<file path="config.mk">
export PLATFORM = sky130hd
export DESIGN_NAME = needs_engine
export DESIGN_NICKNAME = d
export VERILOG_FILES = /design/src/rtl/needs_engine.sv
export SDC_FILE = /design/constraint.sdc
export NUM_CORES = 1
export LEC_CHECK = 0
export CORE_ASPECT_RATIO = 0.9
export CORE_MARGIN = 5
export CORE_UTILIZATION = 50
export DETAILED_ROUTE_END_ITERATION = 10
export GPL_ROUTABILITY_DRIVEN = 0
export PLACE_DENSITY_LB_ADDON = 0.08
export SLEW_MARGIN = 0
export SYNTH_ARGS = -nofsm -noshare
export SYNTH_HDL_FRONTEND = slang
export SYNTH_SLANG_ARGS = --single-unit
export TNS_END_PERCENT = 1
</file>
<file path="constraint.sdc">
create_clock -name clk -period 4.6 [get_ports clk]
set_input_delay 0.92 -clock clk [delete_from_list [all_inputs] [get_ports clk]]
set_output_delay 0.92 -clock clk [all_outputs]
set_load 0.02 [all_outputs]
</file>
<file path="src/rtl/needs_engine.sv">
// Pet needs engine: six saturating need levels that rise on a prescaled game tick,
// are lowered by handshaked user actions, and freeze once the pet dies.

module needs_lane #(
    parameter int W      = 5,
    parameter int MAXV   = 15,
    parameter int PERIOD = 4
) (
    input  logic         clk,
    input  logic         reset,
    input  logic         adv,
    input  logic         dtick,
    input  logic         clr,
    input  logic [W-1:0] sub,
    input  logic [W-1:0] add,
    output logic [W-1:0] level
);
    localparam int CW = (PERIOD > 1) ? $clog2(PERIOD) : 1;
    localparam logic signed [W+1:0] MAXS = (W+2)'(MAXV);
    localparam logic [W-1:0] MAXL = W'(MAXV);

    logic [CW-1:0]         cnt;
    logic                  wrap;
    logic signed [W+1:0]   sum;
    logic [W-1:0]          post;
    logic [W-1:0]          nxt;

    assign wrap = adv && (cnt == CW'(PERIOD - 1));

    // Action first (clamped), then the tick's +1 or sleep -1 on the post-action value.
    always_comb begin
        sum = $signed({2'b00, level}) + $signed({2'b00, add}) - $signed({2'b00, sub});
        if (clr || sum[W+1])
            post = '0;
        else if (sum > MAXS)
            post = MAXL;
        else
            post = sum[W-1:0];
        nxt = post;
        if (dtick) begin
            if (post != '0) nxt = post - W'(1);
        end else if (wrap && post != MAXL) begin
            nxt = post + W'(1);
        end
    end

    always_ff @(posedge clk or negedge reset) begin
        if (!reset) begin
            level <= '0;
            cnt   <= '0;
        end else begin
            level <= nxt;
            if (adv) cnt <= wrap ? '0 : cnt + CW'(1);
        end
    end
endmodule

module needs_engine #(
    parameter int TICK_DIV       = 50000000,
    parameter int HUNGER_PERIOD  = 4,
    parameter int HAPPY_PERIOD   = 6,
    parameter int HYGIENE_PERIOD = 8,
    parameter int ENERGY_PERIOD  = 5,
    parameter int SOCIAL_PERIOD  = 7,
    parameter int HEALTH_PERIOD  = 3,
    parameter int COOLDOWN_TICKS = 2
) (
    input  logic       clk,
    input  logic       reset,
    input  logic       action_valid,
    input  logic [2:0] action_code,
    output logic       action_ready,
    output logic [3:0] hunger,
    output logic [4:0] happiness,
    output logic [3:0] health,
    output logic [3:0] hygiene,
    output logic [3:0] energy,
    output logic [3:0] social,
    output logic       sleeping,
    output logic       dead,
    output logic       bad_action,
    output logic       tick
);
    localparam int NN  = 6;
    localparam int LW  = 5;
    localparam int PW  = $clog2(TICK_DIV);
    localparam int CDW = (COOLDOWN_TICKS > 1) ? $clog2(COOLDOWN_TICKS) : 1;

    localparam int N_HUNGER = 0, N_HAPPY = 1, N_HEALTH = 2,
                   N_HYGIENE = 3, N_ENERGY = 4, N_SOCIAL = 5;
    localparam int PER  [NN] = '{HUNGER_PERIOD, HAPPY_PERIOD, HEALTH_PERIOD,
                                 HYGIENE_PERIOD, ENERGY_PERIOD, SOCIAL_PERIOD};
    localparam int MAXV [NN] = '{15, 31, 15, 15, 15, 15};

    localparam logic [2:0] A_FEED = 3'd0, A_PLAY = 3'd1, A_CLEAN = 3'd2,
                           A_MED  = 3'd3, A_SLEEP = 3'd4, A_PET = 3'd5;

    typedef enum logic [1:0] {S_IDLE, S_COOL, S_SLEEP, S_DEAD} state_t;

    state_t                 st;
    logic [PW-1:0]          pre;
    logic [CDW-1:0]         cd;
    logic                   slept;
    logic                   accept;
    logic                   sick;
    logic                   die;
    logic [NN-1:0][LW-1:0]  lvl;
    logic [NN-1:0][LW-1:0]  sub;
    logic [NN-1:0][LW-1:0]  add;
    logic [NN-1:0]          clr;
    logic [NN-1:0]          adv;
    logic [NN-1:0]          dtick;

    assign accept = action_valid && action_ready;
    assign tick   = (st != S_DEAD) && (pre == PW'(TICK_DIV - 1));
    assign sick   = (lvl[N_HUNGER] >= 5'd12) || (lvl[N_HYGIENE] >= 5'd12);
    assign die    = (lvl[N_HUNGER] == 5'd15) || (lvl[N_HEALTH] == 5'd15);

    always_ff @(posedge clk or negedge reset) begin
        if (!reset)
            pre <= '0;
        else if (st != S_DEAD)
            pre <= tick ? '0 : pre + PW'(1);
    end

    always_comb begin
        sub   = '0;
        add   = '0;
        clr   = '0;
        dtick = '0;
        if (accept) begin
            case (action_code)
                A_FEED:  begin sub[N_HUNGER] = 5'd4; add[N_HYGIENE] = 5'd1; end
                A_PLAY:  begin sub[N_HAPPY] = 5'd6; sub[N_SOCIAL] = 5'd2; add[N_ENERGY] = 5'd2; end
                A_CLEAN: clr[N_HYGIENE] = 1'b1;
                A_MED:   begin sub[N_HEALTH] = 5'd6; add[N_HAPPY] = 5'd1; end
                A_PET:   begin sub[N_SOCIAL] = 5'd4; sub[N_HAPPY] = 5'd2; end
                default: ;
            endcase
        end
        // Health only ages while sick; sleep swaps energy decay for recovery.
        adv           = {NN{tick}};
        adv[N_HEALTH] = tick && sick;
        adv[N_ENERGY] = tick && (st != S_SLEEP);
        dtick[N_ENERGY] = tick && (st == S_SLEEP);
    end

    genvar i;
    for (i = 0; i < NN; i++) begin : g_lane
        needs_lane #(.W(LW), .MAXV(MAXV[i]), .PERIOD(PER[i])) u_lane (
            .clk   (clk),
            .reset (reset),
            .adv   (adv[i]),
            .dtick (dtick[i]),
            .clr   (clr[i]),
            .sub   (sub[i]),
            .add   (add[i]),
            .level (lvl[i])
        );
    end

    assign hunger    = 4'(lvl[N_HUNGER]);
    assign happiness = lvl[N_HAPPY];
    assign health    = 4'(lvl[N_HEALTH]);
    assign hygiene   = 4'(lvl[N_HYGIENE]);
    assign energy    = 4'(lvl[N_ENERGY]);
    assign social    = 4'(lvl[N_SOCIAL]);

    // Death overrides any transition; an action accepted that same edge still lands.
    always_ff @(posedge clk or negedge reset) begin
        if (!reset) begin
            st           <= S_IDLE;
            cd           <= '0;
            slept        <= 1'b0;
            action_ready <= 1'b0;
            sleeping     <= 1'b0;
            dead         <= 1'b0;
            bad_action   <= 1'b0;
        end else begin
            bad_action <= accept && (action_code[2:1] == 2'b11);
            if (die) begin
                st           <= S_DEAD;
                action_ready <= 1'b0;
                sleeping     <= 1'b0;
                dead         <= 1'b1;
            end else begin
                case (st)
                    S_IDLE: begin
                        if (accept) begin
                            action_ready <= 1'b0;
                            if (action_code == A_SLEEP) begin
                                st       <= S_SLEEP;
                                sleeping <= 1'b1;
                                slept    <= 1'b0;
                            end else begin
                                st <= S_COOL;
                                cd <= '0;
                            end
                        end else begin
                            action_ready <= 1'b1;
                        end
                    end
                    S_COOL: begin
                        if (COOLDOWN_TICKS == 0 || (tick && cd == CDW'(COOLDOWN_TICKS - 1))) begin
                            st           <= S_IDLE;
                            action_ready <= 1'b1;
                        end else if (tick) begin
                            cd <= cd + CDW'(1);
                        end
                    end
                    S_SLEEP: begin
                        // Wake once energy sits at 0 after at least one sleeping tick.
                        if (lvl[N_ENERGY] == '0 && (slept || tick)) begin
                            st           <= S_IDLE;
                            sleeping     <= 1'b0;
                            action_ready <= 1'b1;
                        end else if (tick) begin
                            slept <= 1'b1;
                        end
                    end
                    default: ;
                endcase
            end
        end
    end
endmodule

</file>
Word-level counts from Yosys, hierarchy flattened
Cells that the tools add are included.
{"block": "word_totals", "register_bits": 80, "out_inout_bits": 30}
{"block": "op_classes", "addsub": 22, "order_cmp": 8, "eq_ne": 36, "n_mux": 66, "n_bitwise": 1, "reduce_logical": 37}
{"cell": "5-bit two-way mux", "n": 22}
{"cell": "7-bit by 5-bit greater-than comparator with 1-bit output, second input constant", "n": 5}
{"cell": "5-bit by 1-bit adder with 5-bit output, second input constant", "n": 6}
{"cell": "26-bit by 1-bit adder with 26-bit output, second input constant", "n": 1}
{"cell": "26-bit equality test, second input constant", "n": 1}
{"cell": "26-bit two-way mux", "n": 1}
{"cell": "5-bit by 4-bit inequality test with 1-bit output, second input constant", "n": 5}
{"cell": "1-bit logical AND", "n": 20}
{"cell": "1-bit two-way mux", "n": 20}
{"cell": "3-bit equality test, second input constant", "n": 6}
{"cell": "3-bit two-way mux", "n": 6}
{"cell": "2-bit inequality test, second input constant", "n": 9}
{"cell": "5-bit by 5-bit subtractor with 6-bit output", "n": 3}
{"cell": "2-bit two-way mux", "n": 8}
{"cell": "15-bit two-way mux", "n": 1}
{"cell": "3-bit by 1-bit adder with 3-bit output, second input constant", "n": 4}
{"cell": "5-bit by 5-bit adder with 6-bit output", "n": 2}
{"cell": "3-bit one-hot mux with 2 select lines", "n": 2}
{"cell": "6-bit AND reduction", "n": 2}
{"cell": "5-bit by 4-bit equality test with 1-bit output, second input constant", "n": 2}
{"cell": "5-bit by 4-bit greater-or-equal comparator with 1-bit output, second input constant", "n": 2}
{"cell": "3-bit inequality test, second input constant", "n": 3}
{"cell": "2-bit equality test, second input constant", "n": 4}
{"cell": "4-bit AND reduction", "n": 2}
{"cell": "other kinds (26)", "n": 33}

Depth between registers and ports, before layout
{"block": "depth", "ltp_word": 11, "depth_mapped": 20, "depth_no_buf": 19}

By module
Synthesis repeated with hierarchy kept, for this count alone.
{"block": "unflattened", "hier_cells": 959, "hier_area_um2": 8216.6}
{"mod": "needs_engine", "n_inst": 1, "cells_per_inst": 215, "area_each_um2": 2016.9, "seq_area_each_um2": 850.8}
{"mod": "needs_lane at g_lane[2].u_lane", "n_inst": 1, "cells_per_inst": 135, "area_each_um2": 1053.5, "seq_area_each_um2": 175.2}
{"mod": "needs_lane at g_lane[0].u_lane", "n_inst": 1, "cells_per_inst": 124, "area_each_um2": 1048.5, "seq_area_each_um2": 175.2}
{"mod": "needs_lane at g_lane[1].u_lane", "n_inst": 1, "cells_per_inst": 125, "area_each_um2": 1048.5, "seq_area_each_um2": 200.2}
{"mod": "needs_lane at g_lane[4].u_lane", "n_inst": 1, "cells_per_inst": 125, "area_each_um2": 1047.3, "seq_area_each_um2": 200.2}
{"mod": "needs_lane at g_lane[5].u_lane", "n_inst": 1, "cells_per_inst": 125, "area_each_um2": 1029.7, "seq_area_each_um2": 200.2}
{"mod": "needs_lane at g_lane[3].u_lane", "n_inst": 1, "cells_per_inst": 110, "area_each_um2": 972.2, "seq_area_each_um2": 200.2}

Worst setup path after synthesis
Ideal clock, no wire load.
{"block": "synth_path", "kind": "input port to flip-flop", "start": "input action_valid", "end": "register g_lane[1].u_lane.level[1]", "t_arrival_ps": 4295, "required_time_ps": 4475, "path_slack_ps": 180, "stages": 18, "cell_sequence": "nand2_1 nor2_1 nand3_1 inv_1 ha_1 ha_1 xor2_1 inv_1 fa_1 clkbuf_1 o2111ai_1 o31a_1 a21oi_1 ha_1 and3_1 ha_1 nor3_4 mux2_2"}
{"block": "synth_via", "elab_chain_len": 10, "word_cells_on_any_way": 12, "cone_classes": "3 x add/sub; 1 x order compare; 1 x eq/ne; 5 x mux; 2 x reduce/logical"}
{"item": "start: declaration", "line_no": "70", "source": "input logic action_valid,"}
{"item": "1-bit logical AND *", "line_no": "114", "source": "assign accept = action_valid && action_ready;"}
{"item": "5-bit two-way mux", "line_no": "131", "source": "if (accept) begin"}
{"item": "5-bit by 5-bit adder with 6-bit output", "line_no": "32", "source": "sum = $signed({2'b00, level}) + $signed({2'b00, add}) - $signed({2'b00, sub});"}
{"item": "7-bit by 6-bit subtractor with 7-bit output *", "line_no": "32"}
{"item": "7-bit by 6-bit greater-than comparator with 1-bit output", "line_no": "35", "source": "else if (sum > MAXS)"}
{"item": "5-bit two-way mux", "line_no": "35"}
{"item": "5-bit two-way mux *", "line_no": "33", "source": "if (clr || sum[W+1])"}
{"item": "branches (longest 2 deep; another with 5-bit by 1-bit adder with 5-bit output)"}
{"item": "5-bit two-way mux *", "line_no": "42", "source": "end else if (wrap && post != MAXL) begin"}
{"item": "named net g_lane[1].u_lane.nxt[1]", "line_no": "26", "source": "logic [W-1:0] nxt;"}
{"item": "end signal: assignment", "line_no": "52", "source": "level <= nxt;"}
{"item": "end: declaration", "line_no": "16", "source": "output logic [W-1:0] level"}
Mark *: on every way through the listed nets, which the timed path passes.
A chain may end at the register's enable or synchronous reset.

Worst setup path after layout
{"block": "layout_path", "start": "input action_valid", "end": "register g_lane[5].u_lane.level[1]"}
{"block": "layout_via", "elab_chain_len": 9, "word_cells_on_any_way": 10, "cone_classes": "2 x add/sub; 1 x order compare; 1 x eq/ne; 4 x mux; 2 x reduce/logical"}
{"item": "1-bit logical AND *", "line_no": "114"}
{"item": "5-bit two-way mux *", "line_no": "131"}
{"item": "5-bit by 5-bit subtractor with 6-bit output *", "line_no": "32"}
{"item": "7-bit by 5-bit greater-than comparator with 1-bit output", "line_no": "35"}
{"item": "5-bit two-way mux", "line_no": "35"}
{"item": "5-bit two-way mux *", "line_no": "33"}
{"item": "branches (longest 2 deep; another with 5-bit by 1-bit adder with 5-bit output)"}
{"item": "5-bit two-way mux *", "line_no": "42"}
{"item": "named net g_lane[5].u_lane.nxt[1]", "line_no": "26"}
{"item": "end signal: assignment", "line_no": "52"}
{"item": "end: declaration", "line_no": "16"}
Marked as above.

==> results_dict.tcl <==
set metrics [dict create \
    grt_antenna_before_repair 0 \
    grt_pass1_wl_um 18480 \
    clock_latency_ps 330 \
    numClockSinks 80 \
    synth-edff-count 0 \
    netlist_area_um2 5179 \
    critical_path_required_ps 4810 \
    die_width_um 117.3 \
    relSlewSlack_pct 32.00 \
    ir_drop_mv 0.2451 \
    portBuffers 35 \
    vias 4024 \
    start_util_pct 50.75 \
    critPathArrivalTime_ps 4550 \
    h-tree-depth 3 \
    io-pin-count 36 \
    number_of_buffers_on_the_longest_clock_path 2 \
    layout_common_cells "dfrtp_1, nand2_1, buf_4" \
    worst_pin_slew_ps 1020 \
    cts_root_buffer "clkbuf_16" \
    ys_seq_elements 80 \
    power-per-cell-area_nw_per_um2 256.8 \
    finalWirelength_um 10550 \
    detail_route.first_pass.iterations 6 \
    crit_top_cell "ha_1" \
    min_period_over_period_pct 94.21 \
    yosysSeqAreaShare_pct 38.66 \
    cap_violations 0 \
    type_of_the_setup_path_with_the_least_slack "in -> reg" \
    globalRouteTotalUtil_pct 18.48 \
    via_per_inst 5.330 \
    timing.fmax_mhz 230.8 \
    rsz_0062_raised_after_global_routing "true" \
    period_minus_slack_ps 4334 \
    synthesis.area_per_instance_um2 9.433 \
    final-setup-viol-count 0 \
    cts_buffers 9 \
    synth_async_sr_flop_share_pct 100.0 \
    cts_tree "done" \
    post-route-worst-setup-slack_ps 266.4 \
    pre_cts_ws_ps -268.6 \
    coreArea_um2 10200 \
    worst_path_dominant_cell_family "adder cells" \
    placement_rows 35 \
    die_height_um 106.6 \
    layout_stage_area_growth_over_the_synthesis_result_pct 21.07 \
    setup_crit_end_kind "flop" \
    dpl_cell_area_um2 5903 \
    global_route.overflow_total 0 \
    detail_route.wl_per_cell_um 13.97 \
    final-max-slew-violation-count 0 \
    synthCells 549 \
    finalHoldViolCount 0 \
    path_max_fanout 4 \
    yosys_warnings 0 \
    holdCritPathClass "reg -> reg" \
    clk_transition_reported_paths_ps 60 \
    yosys_most_used_dff "dfrtp_1" \
    fp.dieArea_um2 12500 \
    pin_count_of_the_biggest_net_entering_global_routing 81 \
    detailedPlacementHpwl_um 7807 \
    status "finished clean" \
    num_antenna_cells 0 \
    first_iter_violations 221 \
    layout.cells.most_common "dfrtp_1" \
    synthDistinctLibCells 69 \
    worst_path_max_delay_cell "clkdlybuf4s50_1" \
    total_leakage_power_nw 2.896 \
    antenna_left 0 \
    first_global_vias 3964 \
    fin_worst_skew_ps 6.722 \
    timing.critical_path.cells "clkdlybuf4s50_1 > nand2_1 > buf_4 > nor3b_2 > nor2b_2 > ha_1 > inv_1 > fa_1 > inv_1 > nor2_1 > mux2i_2 > o21ai_0 > ha_1 > o21ai_0 > a21oi_1 > ha_1 > nor3_4 > mux2_2" \
    report.power.total_mw 1.610 \
    layout-drive-gt1-share_pct 16.29 \
    critical_path.max_stage_delay_ps 470 \
    cp.buffers_inverters 4 \
    layout.nets 673 \
    final_design_area_no_fill_um2 6270 \
    crit_path_start_kind "input port" \
    drc 0 \
]
==> timing repair <==
item | CTS | global route
setup buffers | 0 | 0
gates resized for setup | 0 | 8
hold buffers | 0 | 0
endpoints found under the setup margin | 0 | 11
==> through the flow <==
step / util (%) / std cells / setup TNS (ps) / hold slack, ps
2_1_floorplan: - / 553 / 0 / 442.8
4_1_cts: 61.15 / 755 / 0 / 473.8
3_5_place_dp: 57.85 / 740 / -1665 / 460.5
6_report: 61.45 / 755 / 0 / 466.5
5_1_grt: 61.45 / 755 / -99.25 / 497.5
3_3_place_gp: 57.85 / 740 / -358.6 / 452.3
==> metal layers <==
metal | wire length [um] | vias up | global-route usage (%)
li1 | - | 2048 | -
met1 | 5086 | 1903 | 25.02
met2 | 4887 | 53 | 29.60
met3 | 384 | 20 | 3.756
met4 | 191 | 0 | 5.733
met5 | 0 | - | 0
==> worst paths after layout <==
check / depth (start not counted) / endpoint / slack (ps) / from
hold / removal: 1 / dead / 470 / dead
min in group asynchronous: 1 / g_lane[5].u_lane.level[0] / 760 / reset
setup / recovery: 18 / g_lane[5].u_lane.level[1] / 270 / action_valid
setup reg to reg: 17 / g_lane[5].u_lane.level[1] / 870 / action_ready
hold reg to reg: 1 / dead / 470 / dead
max in group asynchronous: 1 / bad_action / 3190 / reset
==> logic make-up (layout without fill, tap and decap cells) <==
family	after synthesis	count (layout)	share of synthesized area, %
buffers and inverters	66	139	6.427
other	1	5	0.07241
muxes	9	9	1.884
and+or+nand+nor	206	206	22.35
DFF	80	80	38.66
AOI/OAI and AO/OA	98	98	11.86
adders and majority gates	45	45	11.31
xor gates and xnor gates	44	44	7.441
==> power breakdown <==
part / switching [mW] / internal, mW / total [mW]
sequential: 0.00839 / 0.709 / 0.717
combinational: 0.0460 / 0.0335 / 0.0795
clock: 0.271 / 0.542 / 0.813
total: 0.325 / 1.28 / 1.61
==> state kept, by name (all words and copies together) (netlist names) <==
name,count
g_lane.u_lane.level,30
pre,26
g_lane.u_lane.cnt,16
st,2
action_ready,1
bad_action,1
cd,1
dead,1
sleeping,1
slept,1
==> final cells by class <==
type / count / area (um^2)
clock buffers: 12 / 246.5
repair buffers: 88 / 745.7
clock inverters: 3 / 90.09
fillers: 873 / 3934
inverters: 36 / 135.1
well taps: 129 / 161.4
flip-flops and latches: 80 / 2002
multi-input cells: 407 / 2889
==> worst reg2reg max path, cell delays in order (launching register included) <==
cell and delay, ps:
dfrtp_1 420, nand2_1 130, buf_4 160, nor3b_2 200, nor2b_2 220, ha_1 160, inv_1 50, fa_1 440
inv_1 110, nor2_1 60, mux2i_2 240, o21ai_0 180, ha_1 240, o21ai_0 70, a21oi_1 60, ha_1 240
nor3_4 260, mux2_2 360
==> Yosys cell counts, types with 4 or more instances <==
| cell type | count | area (um^2) |
|---|---|---|
| a21oi_1 | 27 | 135.1 |
| o21ai_0 | 29 | 145.1 |
| nand3b_1 | 6 | 45.04 |
| nor4_1 | 5 | 31.28 |
| nand4_1 | 7 | 43.79 |
| buf_4 | 20 | 150.1 |
| o21a_1 | 4 | 30.03 |
| or2_2 | 4 | 25.02 |
| ha_1 | 42 | 525.5 |
| nand3_1 | 21 | 105.1 |
| mux2_2 | 5 | 56.30 |
| a211oi_1 | 9 | 67.56 |
| clkbuf_1 | 5 | 18.77 |
| nor3b_1 | 6 | 45.04 |
| dfrtp_1 | 80 | 2002 |
| inv_1 | 35 | 131.4 |
| a21o_1 | 7 | 52.55 |
| xnor2_1 | 24 | 210.2 |
| nor2b_1 | 6 | 37.54 |
| nand2b_1 | 5 | 31.28 |
| and3_1 | 8 | 50.05 |
| xor2_1 | 20 | 175.2 |
| nor3_1 | 16 | 80.08 |
| nand2_1 | 58 | 217.7 |
| nor2_1 | 35 | 131.4 |
Note: power is estimated with default switching activity, not from simulation.
